`src/rtl/ddc_agc_ctrl_if.sv`:
```
// Bus between the DDC output stage and the AGC controller: samples, thresholds
// and the resulting shift value.
interface ddc_agc_ctrl_if #(
  parameter int unsigned DSZ = 16
) ();
  logic                  ena;
  logic                  valid;
  logic signed [DSZ-1:0] i_in;
  logic signed [DSZ-1:0] q_in;
  logic                  sat;
  logic [DSZ-2:0]        hi_thr;
  logic [DSZ-2:0]        lo_thr;
  logic [2:0]            shf_out;
  logic                  shf_upd;
  logic [DSZ-2:0]        peak_out;
  logic                  busy;

  modport master (
    output ena, valid, i_in, q_in, sat, hi_thr, lo_thr,
    input  shf_out, shf_upd, peak_out, busy
  );

  modport slave (
    input  ena, valid, i_in, q_in, sat, hi_thr, lo_thr,
    output shf_out, shf_upd, peak_out, busy
  );
endinterface

```
`src/rtl/ddc_agc_ctrl.sv`:
```
// Automatic gain controller: measures peak |I|/|Q| and saturation over windows of
// valid samples and steps the 3-bit CIC output shift one notch per decision.
module ddc_agc_ctrl #(
  parameter int unsigned DSZ      = 16,
  parameter int unsigned WIN      = 10,
  parameter int unsigned HOLD     = 4,
  parameter int unsigned SHF_INIT = 7
) (
  input logic            clk,
  input logic            reset,
  ddc_agc_ctrl_if.slave  agc
);

  // HOLD <= 15, so HOLD * 2^WIN fits in WIN + 4 bits.
  localparam int unsigned CW = WIN + 4;
  localparam logic [CW-1:0] WinLast  = CW'(2 ** WIN - 1);
  localparam logic [CW-1:0] HoldLast = CW'(HOLD * (2 ** WIN) - 1);

  typedef enum logic [1:0] {StIdle, StMeasure, StHold} state_e;

  state_e         state_q, state_d;
  logic [CW-1:0]  cnt_q, cnt_d;
  logic [DSZ-2:0] peak_q, peak_d;
  logic           sat_q, sat_d;
  logic [2:0]     shf_q, shf_d;
  logic           upd_q, upd_d;
  logic [DSZ-2:0] peak_out_q, peak_out_d;

  logic [DSZ-1:0] i_abs, q_abs;
  logic [DSZ-2:0] i_mag, q_mag, mag;
  logic [DSZ-2:0] peak_new;
  logic           sat_new, over, under;

  // Negating the most negative sample wraps back onto itself; clamp it to full scale.
  always_comb begin
    i_abs = agc.i_in[DSZ-1] ? DSZ'(-agc.i_in) : DSZ'(agc.i_in);
    q_abs = agc.q_in[DSZ-1] ? DSZ'(-agc.q_in) : DSZ'(agc.q_in);
    i_mag = i_abs[DSZ-1] ? {(DSZ-1){1'b1}} : i_abs[DSZ-2:0];
    q_mag = q_abs[DSZ-1] ? {(DSZ-1){1'b1}} : q_abs[DSZ-2:0];
    mag   = (i_mag > q_mag) ? i_mag : q_mag;
  end

  always_comb begin
    state_d    = state_q;
    cnt_d      = cnt_q;
    peak_d     = peak_q;
    sat_d      = sat_q;
    shf_d      = shf_q;
    upd_d      = 1'b0;
    peak_out_d = peak_out_q;

    // Window statistics including the current sample, used at the window end.
    peak_new = (mag > peak_q) ? mag : peak_q;
    sat_new  = sat_q | agc.sat;
    over     = sat_new || (peak_new > agc.hi_thr);
    under    = peak_new < agc.lo_thr;

    if (!agc.ena) begin
      state_d = StIdle;
    end else begin
      unique case (state_q)
        StIdle: begin
          state_d = StMeasure;
          cnt_d   = '0;
          peak_d  = '0;
          sat_d   = 1'b0;
        end
        StMeasure: begin
          if (agc.valid) begin
            if (cnt_q == WinLast) begin
              peak_out_d = peak_new;
              cnt_d      = '0;
              peak_d     = '0;
              sat_d      = 1'b0;
              if (over) begin
                if (shf_q != 3'd0) begin
                  shf_d   = shf_q - 3'd1;
                  upd_d   = 1'b1;
                  state_d = StHold;
                end
              end else if (under && (shf_q != 3'd7)) begin
                shf_d   = shf_q + 3'd1;
                upd_d   = 1'b1;
                state_d = StHold;
              end
            end else begin
              cnt_d  = cnt_q + 1'b1;
              peak_d = peak_new;
              sat_d  = sat_new;
            end
          end
        end
        StHold: begin
          if (agc.valid) begin
            if (cnt_q == HoldLast) begin
              state_d = StMeasure;
              cnt_d   = '0;
              peak_d  = '0;
              sat_d   = 1'b0;
            end else begin
              cnt_d = cnt_q + 1'b1;
            end
          end
        end
        default: state_d = StIdle;
      endcase
    end
  end

  always_ff @(posedge clk) begin
    if (reset) begin
      state_q    <= StIdle;
      cnt_q      <= '0;
      peak_q     <= '0;
      sat_q      <= 1'b0;
      shf_q      <= 3'(SHF_INIT);
      upd_q      <= 1'b0;
      peak_out_q <= '0;
    end else begin
      state_q    <= state_d;
      cnt_q      <= cnt_d;
      peak_q     <= peak_d;
      sat_q      <= sat_d;
      shf_q      <= shf_d;
      upd_q      <= upd_d;
      peak_out_q <= peak_out_d;
    end
  end

  assign agc.shf_out  = shf_q;
  assign agc.shf_upd  = upd_q;
  assign agc.peak_out = peak_out_q;
  assign agc.busy     = (state_q != StIdle);

endmodule
```
`src/flat_wrapper.sv`:
```
// flat-port wrapper written by rule: the top's interface ports become plain ports
module ddc_agc_ctrl_flat 
#(
  parameter int unsigned DSZ      = 16,
  parameter int unsigned WIN      = 10,
  parameter int unsigned HOLD     = 4,
  parameter int unsigned SHF_INIT = 7
)
  (clk, reset, agc_ena, agc_valid, agc_i_in, agc_q_in, agc_sat, agc_hi_thr, agc_lo_thr, agc_shf_out, agc_shf_upd, agc_peak_out, agc_busy);
  ddc_agc_ctrl_if #(.DSZ(DSZ)) agc_i ();
  input logic clk;
  input logic reset;
  input wire logic [$bits(agc_i.ena)-1:0] agc_ena;
  input wire logic [$bits(agc_i.valid)-1:0] agc_valid;
  input wire logic [$bits(agc_i.i_in)-1:0] agc_i_in;
  input wire logic [$bits(agc_i.q_in)-1:0] agc_q_in;
  input wire logic [$bits(agc_i.sat)-1:0] agc_sat;
  input wire logic [$bits(agc_i.hi_thr)-1:0] agc_hi_thr;
  input wire logic [$bits(agc_i.lo_thr)-1:0] agc_lo_thr;
  output wire logic [$bits(agc_i.shf_out)-1:0] agc_shf_out;
  output wire logic [$bits(agc_i.shf_upd)-1:0] agc_shf_upd;
  output wire logic [$bits(agc_i.peak_out)-1:0] agc_peak_out;
  output wire logic [$bits(agc_i.busy)-1:0] agc_busy;
  assign agc_i.ena = agc_ena;
  assign agc_i.valid = agc_valid;
  assign agc_i.i_in = agc_i_in;
  assign agc_i.q_in = agc_q_in;
  assign agc_i.sat = agc_sat;
  assign agc_i.hi_thr = agc_hi_thr;
  assign agc_i.lo_thr = agc_lo_thr;
  assign agc_shf_out = agc_i.shf_out;
  assign agc_shf_upd = agc_i.shf_upd;
  assign agc_peak_out = agc_i.peak_out;
  assign agc_busy = agc_i.busy;
  ddc_agc_ctrl #(.DSZ(DSZ), .WIN(WIN), .HOLD(HOLD), .SHF_INIT(SHF_INIT)) u_core (.clk(clk), .reset(reset), .agc(agc_i));
endmodule
```
`config.mk`:
```
export PLATFORM = sky130hd
export DESIGN_NAME = ddc_agc_ctrl_flat
export DESIGN_NICKNAME = d
export VERILOG_FILES = /design/src/rtl/ddc_agc_ctrl_if.sv /design/src/rtl/ddc_agc_ctrl.sv /design/src/flat_wrapper.sv
export SDC_FILE = /design/constraint.sdc
export NUM_CORES = 1
export LEC_CHECK = 0
export BUFFER_PORTS_ARGS = -buffer_cell sky130_fd_sc_hd__buf_2
export CAP_MARGIN = 20
export CORE_MARGIN = 2
export CORE_UTILIZATION = 58
export DETAILED_ROUTE_END_ITERATION = 8
export PLACE_DENSITY = 0.79
export REMOVE_ABC_BUFFERS = 1
export SETUP_SLACK_MARGIN = 0.3
export SYNTH_ARGS = -nofsm -noshare
export SYNTH_HDL_FRONTEND = slang
export SYNTH_SLANG_ARGS = --single-unit
```
`constraint.sdc`:
```
create_clock -name clk -period 10.4 [get_ports clk]
set_input_delay 1.04 -clock clk [delete_from_list [all_inputs] [get_ports clk]]
set_output_delay 1.04 -clock clk [all_outputs]
set_load 0.1 [all_outputs]
```
# --- After elaboration in Yosys (flattened, before gate mapping) ---
# Index checks and enable logic that the tools add are counted.
word_totals:
  word_cells: 82
  regBits: 51
  out_inout_bits: 20
classes:
  mux: 35
  addsub: 5
  reduce_logical: 14
  order_cmp: 4
  bitwise_logic: 5
  eq_ne: 12
ops:
  columns: ["cell", "n"]
  rows:
  - ["$mux 15", 8]
  - ["$mux 14", 4]
  - ["$gt 15x15->1", 3]
  - ["$pmux 15 s3", 1]
  - ["$pmux 14 s3", 1]
  - ["$mux 16", 2]
  - ["$neg 16->16", 2]
  - ["$lt 15x15->1", 1]
  - ["$add 14x1->14 const B", 1]
  - ["$eq 14x10->1 const B", 1]
  - ["$eq 14x12->1 const B", 1]
  - ["$mux 2", 7]
  - ["$reduce_and 6->1", 2]
  - ["$mux 3", 3]
  - ["$reduce_and 4->1", 2]
  - ["$mux 1", 7]
  - ["$ne 2x2->1 const B", 3]
  - ["$ne 3x3->1 const B", 2]
  - ["$pmux 2 s3", 1]
  - ["$reduce_bool 3->1", 2]
  - ["$reduce_and 5->1", 1]
  - ["$reduce_or 5->1", 1]
  - ["$ne 2x1->1 const B", 2]
  - ["$not 1->1", 4]
  - ["12 further kinds", 13]

# --- Longest topological paths before layout ---
# Gate-level depths: netlist (run 1).
logic_depth:
  depth_word: 14
  ltp_mapped: 35

# --- Worst setup path before layout (run 1) ---
# Ideal clock, no wire load.
synth_timing:
  path_kind: "input to register"
  start: "in agc_q_in[12]"
  end: "reg u_core.shf_q[2], in the netlist u_core.agc.shf_out[2]"
  required_time_ns: 10.281
  path_stages: 32
  arrival_time_ns: 8.023
  n_path_buf: 4
  setup_slack_ns: 2.259
  path_cell_list: "or4_4 -> or4_1 -> buf_2 -> o21ai_0 -> inv_1 -> ha_1 -> nand4_1 -> a21oi_1 -> o31ai_1 -> a21oi_1 -> buf_2 -> mux2_1 -> ha_1 -> nand2_1 -> o21a_1 -> or2_2 -> a211o_1 -> buf_2 -> buf_2 -> mux2i_1 -> inv_1 -> ha_1 -> a2111oi_0 -> nand2_1 -> o211ai_1 -> nand3_1 -> and2_1 -> fa_1 -> or3_1 -> o32ai_1 -> xnor2_1 -> nand2b_1"
synth_between:
  elab_chain_len: 11
synth_rtl:
  columns: ["item", "line_no", "text"]
  rows:
  - ["start: declaration", "flat_wrapper.sv:16", "input wire logic [$bits(agc_i.q_in)-1:0] agc_q_in;"]
  - ["$neg 16->16", "ddc_agc_ctrl.sv:37", "q_abs = agc.q_in[DSZ-1] ? DSZ'(-agc.q_in) : DSZ'(agc.q_in);"]
  - ["$mux 16 *", "ddc_agc_ctrl.sv:37", null]
  - ["$mux 15 *", "ddc_agc_ctrl.sv:39", "q_mag = q_abs[DSZ-1] ? {(DSZ-1){1'b1}} : q_abs[DSZ-2:0];"]
  - ["$gt 15x15->1", "ddc_agc_ctrl.sv:40", "mag = (i_mag > q_mag) ? i_mag : q_mag;"]
  - ["$mux 15 *", "ddc_agc_ctrl.sv:40", null]
  - ["$gt 15x15->1", "ddc_agc_ctrl.sv:53", "peak_new = (mag > peak_q) ? mag : peak_q;"]
  - ["$mux 15 *", "ddc_agc_ctrl.sv:53", null]
  - ["via u_core.peak_new[5]", "ddc_agc_ctrl.sv:31", "logic [DSZ-2:0] peak_new;"]
  - ["$gt 15x15->1 / $lt 15x15->1 (equally long branches)", "ddc_agc_ctrl.sv:55, ddc_agc_ctrl.sv:56", null]
  - ["$logic_or 1x1->1 / $logic_and 1x1->1 (equally long branches)", "ddc_agc_ctrl.sv:55, ddc_agc_ctrl.sv:81", null]
  - ["$ne 2x2->1 (no source line) / $reduce_bool 2->1 (equally long branches)", null, null]
  - ["$reduce_and 6->1 (no source line)", null, null]
  - ["end signal: assignment", "ddc_agc_ctrl.sv:116", "shf_q <= 3'(SHF_INIT);"]
  - ["end: declaration", "ddc_agc_ctrl.sv:25", "logic [2:0] shf_q, shf_d;"]
# The timed path passes the listed nets; every way through them passes the cells marked *.
# A chain may end at the register's enable or synchronous reset.

# --- Worst setup path after layout (run 1) ---
layout_timing:
  start: "in agc_q_in[8]"
  end: "reg u_core.shf_q[2], in the netlist u_core.agc.shf_out[2]"
# Same word-level chain as after synthesis.

==> impl_metrics.toml, run 1 <==
[run_status]
outcome = "finished, final reports clean"

[grt]
grt_pass1_vias = 4762
antenna_found_initial = 0
grt_max_degree = 32
gr-total-overflow = 0
grt_first_pass_wirelength_um = 21700
grtUsageTotal_pct = 27.5

[timing]
fmax_mhz = 107
slew_headroom_pct = 40.9
finalClockSkew_ns = 0.00560
rsz0062_at_grt = "no"
hold_viol_final = 0
worstMarginPinSlew_ns = 0.880
maxSlewViolCount = 0
setup-violations-final = 0
setup_tns_ns = 0
post-route-period-util_pct = 90.1
post-route-min-period_ns = 9.37

[die]
ioPinCount = 87
start_util_pct = 60.4
die_w_um = 96.7
die_h_um = 96.7
die-area_um2 = 9360
core_um2 = 8260
num_rows = 33

[critical_path]
required_ns = 10.62
path_max_fanout = 19
cp-end-kind = "flop"
cp_slowest_cell = "a211o_1"
crit_arrival_ns = 9.59
crit_type = "input pin to flop"
rr_worst_depth = 19
critPathLaunchType = "input pin"
cpPeakStageDelay_ns = 0.70

[power]
power_frac_seq_pct = 30.1
vdd_drop_max_mv = 0.0883
p_switching_uw = 293
power_frac_comb_pct = 51.8
p_leak_uw = 0.00263
p_int_uw = 391
swShare_pct = 42.8
cellPowerDensity_nw_per_um2 = 122
clockPowerShare_pct = 18.1

[clocking]
holdBufCountCts = 0
cts_sinks = 51
cts_inserted_buffers = 5
cts_tree = "done"
post_cts_buffers = 0
post_cts_resized = 0
cts_root_buffer = "clkbuf_8"
clockBufferDepth = 2
cts-htree-levels = 2
clkTransAtPathRegs_ns = 0.10
clock_latency_ns = 0.32

[detailed_routing]
drc = 0
wirelength_um = 13100
drt_iter0_markers = 194
wl_per_cell_um = 15.6
vias = 4970
ant_nets = 0
viasPerCell = 5.94
dr.pass1.iters = 5

[final_layout]
drive_above_1_share_pct = 16.8
num_antenna_cells = 0
fillerInstances = 733
design_area_um2 = 5590
nNetsFinal = 865
syn_to_final_growth_pct = 12.0

[logic_synthesis]
ys_ff_latch = 51
yosys.area.top_type = "dfxtp_1"
syn_inst = 656
synthArstFlopShare_pct = 0
ys_top_cells_by_area = "dfxtp_1 20%, ha_1 17%, inv_1 5.9%"
synth_top_area_share_pct = 20.5
synth_seq_area_share_pct = 20.5
syn-cell-area_um2 = 4990
yosys_warnings = 0
synth_edf_count = 0
yosysUniqueCellTypes = 68
yosys_most_used_dff = "dfxtp_1"
syn_avg_cell_area_um2 = 7.60

[place]
placed_area_um2 = 5490
numPortBuffers = 86
dp_hpwl_um = 10600
gp_congestion = 1.01

[run]
cap_violations = 0

[worst_hold_path]
hold_path_depth = 2
hold_class = "flop to flop"
[cell type report]
cell class                      count  area [µm²]  area share, %
Clock inverter                      3        27.5          0.493
Inverter                           79         297           5.31
Tap cell                          105         131           2.35
Sequential cell                    51        1020           18.3
Multi-Input combinational cell    505        3590           64.2
Clock buffer                        5        68.8           1.23
Timing Repair Buffer               89         453           8.11
[final timing paths]
path / startpoint / endpoint / slack (ns)
worst max-delay path: agc_q_in[8] / u_core.agc.shf_out[2] / 1.03
worst min-delay path: u_core.peak_q[14] / u_core.peak_q[14] / 0.47
worst max register to register: u_core.peak_q[12] / u_core.agc.shf_out[2] / 4.96
worst min register to register: u_core.peak_q[14] / u_core.peak_q[14] / 0.47
[cells in the final DEF, fill, tap and decap left out, types with 17 or more instances in the layout]
cell type	instances
inv_1	79
nor2_1	69
ha_1	66
dfxtp_1	51
nand2_1	68
a211oi_1	18
nand3_1	23
buf_2	86
mux2i_1	17
a21oi_1	34
xor2_1	23
o21ai_0	19
[stage by stage]
stage | total power [µW] | utilization, % | worst slack, ns | hold WS [ns] | cells
3_5_place_dp | 558 | 66.5 | 0.902 | 0.462 | 829
3_3_place_gp | 542 | 66.5 | 1.28 | 0.457 | 829
2_1_floorplan | 455 | - | 1.66 | 0.435 | 635
4_1_cts | 682 | 67.7 | 1.24 | 0.476 | 837
6_report | 684 | 67.7 | 1.03 | 0.474 | 837
5_1_grt | 736 | 67.7 | 0.451 | 0.501 | 837
[cells by family after synthesis]
| group | Yosys count | share of synthesized area [%] |
|---|---|---|
| AOI/OAI and AO/OA | 139 | 19.3 |
| DFF | 51 | 20.5 |
| xor gates and xnor gates | 30 | 5.27 |
| buffers and inverters | 100 | 7.78 |
| muxes | 31 | 6.57 |
| and+or+nand+nor | 238 | 23.6 |
| adders and majority gates | 67 | 17.0 |
[cells in the mapped netlist (10+ instances only)]
master,n
inv_1,79
nor2_1,69
nand2_1,68
ha_1,66
dfxtp_1,51
a21oi_1,34
nand3_1,23
xor2_1,23
o21ai_0,19
a211oi_1,18
mux2i_1,17
clkbuf_1,16
mux2_2,12
nand4_1,12
nor3_1,12
and3_1,10
[routing by layer]
layer	track usage, %	share of wire (%)	vias up
met2	50.2	50	175
met5	0	0	-
met1	33.4	42	2305
li1	-	-	2465
met3	3.25	5.5	25
met4	9.21	2.6	0
[state kept, by name, summed over array words and instances, names as in the netlist]
register and count:
u_core.peak_q 15, u_core.state_q 2, u_core.sat_q 1, u_core.agc.peak_out 15, u_core.agc.shf_upd 1, u_core.agc.shf_out 3, u_core.cnt_q 14
[critical path: cells and delay by family]
family | cells | cell delay [ns]
mux | 2 | 0.74
compound gates | 7 | 2.42
simple gates | 12 | 3.19
fa+ha+maj | 4 | 1.30
xor+xnor | 1 | 0.17
buf+inv | 5 | 0.70
[power by group through the flow]
stage	registers, µW	logic [µW]	clock network (µW)
final	206	355	124
after global routing	207	395	134
after CTS	206	350	127
after detailed placement	210	347	0
after global placement	210	332	0
after floorplan	209	246	0
No activity file was read; power rests on OpenSTA's default activity.
==> run 2, diff against run 1 <==
Settings changed: ABC_CLOCK_PERIOD_IN_PS set to 8250, CORE_UTILIZATION 58 to 52, PLACE_DENSITY 0.79 to 0.75.
Clock period 10.4 ns to 8.25 ns, I/O delays scaled along.
==> impl_metrics.toml, run 2 (synthesized netlist as in run 1, its figures left out) <==
[run_status]
outcome = "finished, final reports clean"

[critical_path]
critPathLaunchType = "input pin"
crit_arrival_ns = 7.98
cp_slowest_cell = "or4_4"
path_delay_family = "simple AND/OR/NAND/NOR gates"
cpPeakStageDelay_ns = 0.61
cpMostUsedCell = "ha_1"
critPathLaunch = "agc_q_in[12]"
required_ns = 8.46
r2r-start = "u_core.peak_q[5]"
crit_type = "input pin to flop"
critPathBufInv = 5
cp-end-kind = "flop"
path_max_fanout = 11

[timing]
post-route-min-period_ns = 7.78
slew_headroom_pct = 43.7
setup_tns_ns = 0
worstMarginPinSlew_ns = 0.835
maxSlewViolCount = 0
hold_viol_final = 0
rsz0062_at_grt = "no"
setup-violations-final = 0
post-route-period-util_pct = 94.2
fmax_mhz = 129
finalClockSkew_ns = 0.00461

[clocking]
cts_root_buffer = "clkbuf_8"
clkTransAtPathRegs_ns = 0.10
clock_latency_ns = 0.31
cts-htree-levels = 2
clockBufferDepth = 2
cts_inserted_buffers = 5
cts_sinks = 51
cts_tree = "done"

[die]
num_rows = 35
die_h_um = 102
die-area_um2 = 10400
ioPinCount = 87
die_w_um = 102
start_util_pct = 53.7
core_um2 = 9280

[grt]
grt_first_pass_wirelength_um = 21400
gr-total-overflow = 0
grt_use_met2_pct = 48.1
grtUsageTotal_pct = 25.5
met1_usage_pct = 29.5
grt_pass1_vias = 4853
grt-busiest-layer = "met2"
grt_util_met3_pct = 3.08
antenna_found_initial = 0
grt_max_degree = 32

[power]
clockPowerShare_pct = 20.6
power_frac_seq_pct = 25.3
power_frac_comb_pct = 54.1
p_switching_uw = 406
power.total_uw = 1030
vdd_drop_max_mv = 0.105
p_int_uw = 627
cellPowerDensity_nw_per_um2 = 168
swShare_pct = 39.3
p_leak_uw = 0.00279

[detailed_routing]
ant_nets = 0
dr.pass1.iters = 4
drt_iter0_markers = 217
drc = 0
wl_per_cell_um = 15.4
vias = 5076
viasPerCell = 5.74
wirelength_um = 13700

[place]
gp_congestion = 0.994
numPortBuffers = 86
dp_hpwl_um = 10700

[worst_hold_path]
hold_class = "flop to flop"
min_from = "u_core.peak_q[11]"

[final_layout]
layout_common_cells = "86 x buf_2, 78 x inv_1, 68 x nor2_1, 68 x nand2_1, 61 x ha_1"
syn_to_final_growth_pct = 23.1
num_antenna_cells = 0
drive_above_1_share_pct = 23.9
nNetsFinal = 889
final_common_cell = "buf_2"

[run]
cap_violations = 0
-- run 2: worst paths after layout --
check | end | slack [ns] | cells past startpoint
setup / recovery | u_core.agc.shf_out[2] | 0.47 | 32
hold / removal | u_core.peak_q[11] | 0.48 | 2
setup reg to reg | u_core.agc.shf_out[2] | 3.61 | 19
hold reg to reg | u_core.peak_q[11] | 0.48 | 2
-- run 2: layer usage --
layer | routed length (µm) | vias up
met5 | 0 | -
li1 | - | 2523
met1 | 5620 | 2368
met4 | 380 | 0
met2 | 6980 | 156
met3 | 672 | 29
-- run 2: timing repair --
action	4_1_cts	5_1_grt
pin swaps	0	15
endpoints found under the setup margin	1	6
gates cloned	0	2
gates resized for setup	4	51
setup buffers	0	5
hold buffers	0	0
-- run 2: power by group through the flow --
| stage | sequential, µW | combinational (µW) | clock [µW] |
|---|---|---|---|
| 2_1_floorplan | 263 | 310 | 0 |
| 3_3_place_gp | 266 | 455 | 0 |
| 3_5_place_dp | 266 | 473 | 0 |
| 4_1_cts | 260 | 478 | 217 |
| 5_1_grt | 262 | 612 | 226 |
| 6_report | 261 | 558 | 213 |
-- run 2: through the flow --
step           worst slack [ns]  hold WS (ns)  instances  area (µm²)  utilization [%]
2_1_floorplan            -0.271         0.435        635        4900                -
3_3_place_gp            -0.0353         0.458        870        5660             61.0
3_5_place_dp             -0.153         0.467        870        5660             61.0
4_1_cts                   0.310         0.481        878        5820             62.7
5_1_grt                   0.173         0.519        885        6140             66.1
6_report                  0.475         0.482        885        6140             66.1
-- run 2: layout make-up --
cell class	instances	area (µm²)
Timing Repair Buffer	112	649
Clock buffer	5	68.8
Inverter	79	297
Tap cell	129	161
Clock inverter	3	71.3
Fill cell	807	3140
Sequential cell	51	1020
Multi-Input combinational cell	506	3870
-- run 2: worst reg2reg max path, delay by kind of cell (launching register included) --
| kind | cells | cell delay (ns) |
|---|---|---|
| adder cells (fa/ha/maj) | 3 | 1.01 |
| flip-flops | 1 | 0.43 |
| buffers and inverters | 2 | 0.26 |
| XOR/XNOR | 1 | 0.15 |
| AO/OA/AOI/OAI | 7 | 1.65 |
| AND/OR/NAND/NOR | 6 | 1.03 |
==> run 3, diff against run 2 <==
Settings changed: ABC_AREA set to 1.
==> impl_metrics.toml, run 3 <==
[power]
p_switching_uw = 380
power.total_uw = 848
swShare_pct = 44.9
clockPowerShare_pct = 17.2
p_leak_uw = 0.00291
vdd_drop_max_mv = 0.0983
power_frac_seq_pct = 30.0
power_frac_comb_pct = 52.8
cellPowerDensity_nw_per_um2 = 149
p_int_uw = 468

[logic_synthesis]
synthArstFlopShare_pct = 0
yosys_warnings = 0
synth_seq_area_share_pct = 20.0
syn_inst = 785
yosys.area.top_type = "dfxtp_1"
ys_ff_latch = 51
syn_avg_cell_area_um2 = 6.49
yosys_most_used_dff = "dfxtp_1"
synth_edf_count = 0
synth.most_common_cell = "nand2_1"
synth_top_area_share_pct = 20.0
yosysUniqueCellTypes = 50
syn-cell-area_um2 = 5100
ys_top_cells_by_area = "dfxtp_1 20%, ha_1 16%, nand2_1 14%"
yosys-top-cells-count = "188 x nand2_1, 131 x inv_1, 75 x nor2_1, 66 x ha_1, 51 x dfxtp_1"

[place]
numPortBuffers = 86
gp_congestion = 0.836
dp.cells = 988
dp_hpwl_um = 9440

[detailed_routing]
vias = 4943
drc = 0
wirelength_um = 11500
drt_iter0_markers = 274
ant_nets = 0
wl_per_cell_um = 11.5
viasPerCell = 4.96
dr.pass1.iters = 5

[critical_path]
cp-end-kind = "flop"
cpMostUsedCell = "nand2_1"
crit_type = "input pin to flop"
r2r_slack_ns = 4.22
cp_slowest_cell = "fa_1"
critPathLaunchType = "input pin"
cpPeakStageDelay_ns = 0.44
crit_arrival_ns = 7.01
required_ns = 8.45
path_max_fanout = 28

[run_status]
outcome = "finished, final reports clean"

[clocking]
clock_latency_ns = 0.31
cts_inserted_buffers = 5
cts-htree-levels = 2
cts_sinks = 51
clockBufferDepth = 2
post_cts_resized = 0
clkTransAtPathRegs_ns = 0.10
post_cts_buffers = 0
cts_root_buffer = "clkbuf_8"
holdBufCountCts = 0
cts_tree = "done"

[run]
cap_violations = 0

[timing]
setup_tns_ns = 0
rsz0062_at_grt = "no"
slew_headroom_pct = 43.2
setup-violations-final = 0
maxSlewViolCount = 0
worstMarginPinSlew_ns = 0.848
hold_viol_final = 0
post-route-min-period_ns = 6.81
post-route-period-util_pct = 82.6
fmax_mhz = 147
finalClockSkew_ns = 0.0119

[final_layout]
nNetsFinal = 996
layout_common_cells = "188 x nand2_1, 131 x inv_1, 86 x buf_2"
final_common_cell = "nand2_1"
syn_to_final_growth_pct = 11.6
num_antenna_cells = 0
fin_cells = 996
fillerInstances = 966
drive_above_1_share_pct = 18.5

[die]
core_um2 = 9640
die_w_um = 103
die-area_um2 = 10600
die_h_um = 103
start_util_pct = 52.9
ioPinCount = 87
num_rows = 36

[grt]
antenna_found_initial = 0
grtUsageTotal_pct = 22.9
grt_max_degree = 30
gr-total-overflow = 0
grt_first_pass_wirelength_um = 19900
grt_pass1_vias = 4516

[worst_hold_path]
hold_class = "flop to flop"
run 3: power groups by stage:
stage	clock network, µW	registers (µW)	logic, µW
after floorplan	0	260	329
after global placement	0	260	440
after detailed placement	0	260	445
after CTS	148	255	448
after global routing	159	256	519
final	146	255	448
run 3: per-layer routing:
layer	up-vias	share of wire [%]	GRT usage (%)
li1	2686	-	-
met1	2150	51	32.0
met2	96	44	37.7
met3	11	3.7	3.80
met4	0	1.2	4.15
met5	-	0	0
run 3: logic make-up after synthesis:
group	share of synthesized area, %
compound gates	17.3
xor+xnor	2.58
fa+ha+maj	16.6
buf+inv	12.4
flops	20.0
simple gates	31.1
run 3: metrics by stage:
step                worst slack, ns  hold WS [ns]  utilization (%)  area, µm²
floorplan                      1.37         0.439                -       4980
finish                         1.44         0.472             59.0       5690
global route                  0.720         0.498             59.0       5690
detailed placement             1.17         0.456             58.1       5600
CTS                            1.46         0.469             59.0       5690
global placement               1.30         0.455             58.1       5600
run 3: cell type report:
cell class	instances	area (µm²)	area share [%]
multi-input combinational	578	3440	60.6
sequential	51	1020	18.0
inverter	137	517	9.09
timing repair buffer	89	453	7.96
tap	133	166	2.93
clock buffer	6	72.6	1.28
clock inverter	2	12.5	0.220
run 3: final timing paths:
kind	start	to	depth (start not counted)
hold reg to reg	u_core.peak_q[9]	u_core.peak_q[9]	2
setup reg to reg	u_core.peak_q[14]	u_core.agc.shf_out[2]	26
hold / removal	u_core.peak_q[9]	u_core.peak_q[9]	2
setup / recovery	agc_q_in[0]	u_core.agc.shf_out[2]	46
run 3: critical path: cells and delay by family:
kind | cells | cell delay [ns]
adder cells (fa/ha/maj) | 5 | 1.49
AND/OR/NAND/NOR | 24 | 2.53
buffers and inverters | 7 | 0.83
AO/OA/AOI/OAI | 9 | 1.16
XOR/XNOR | 1 | 0.19
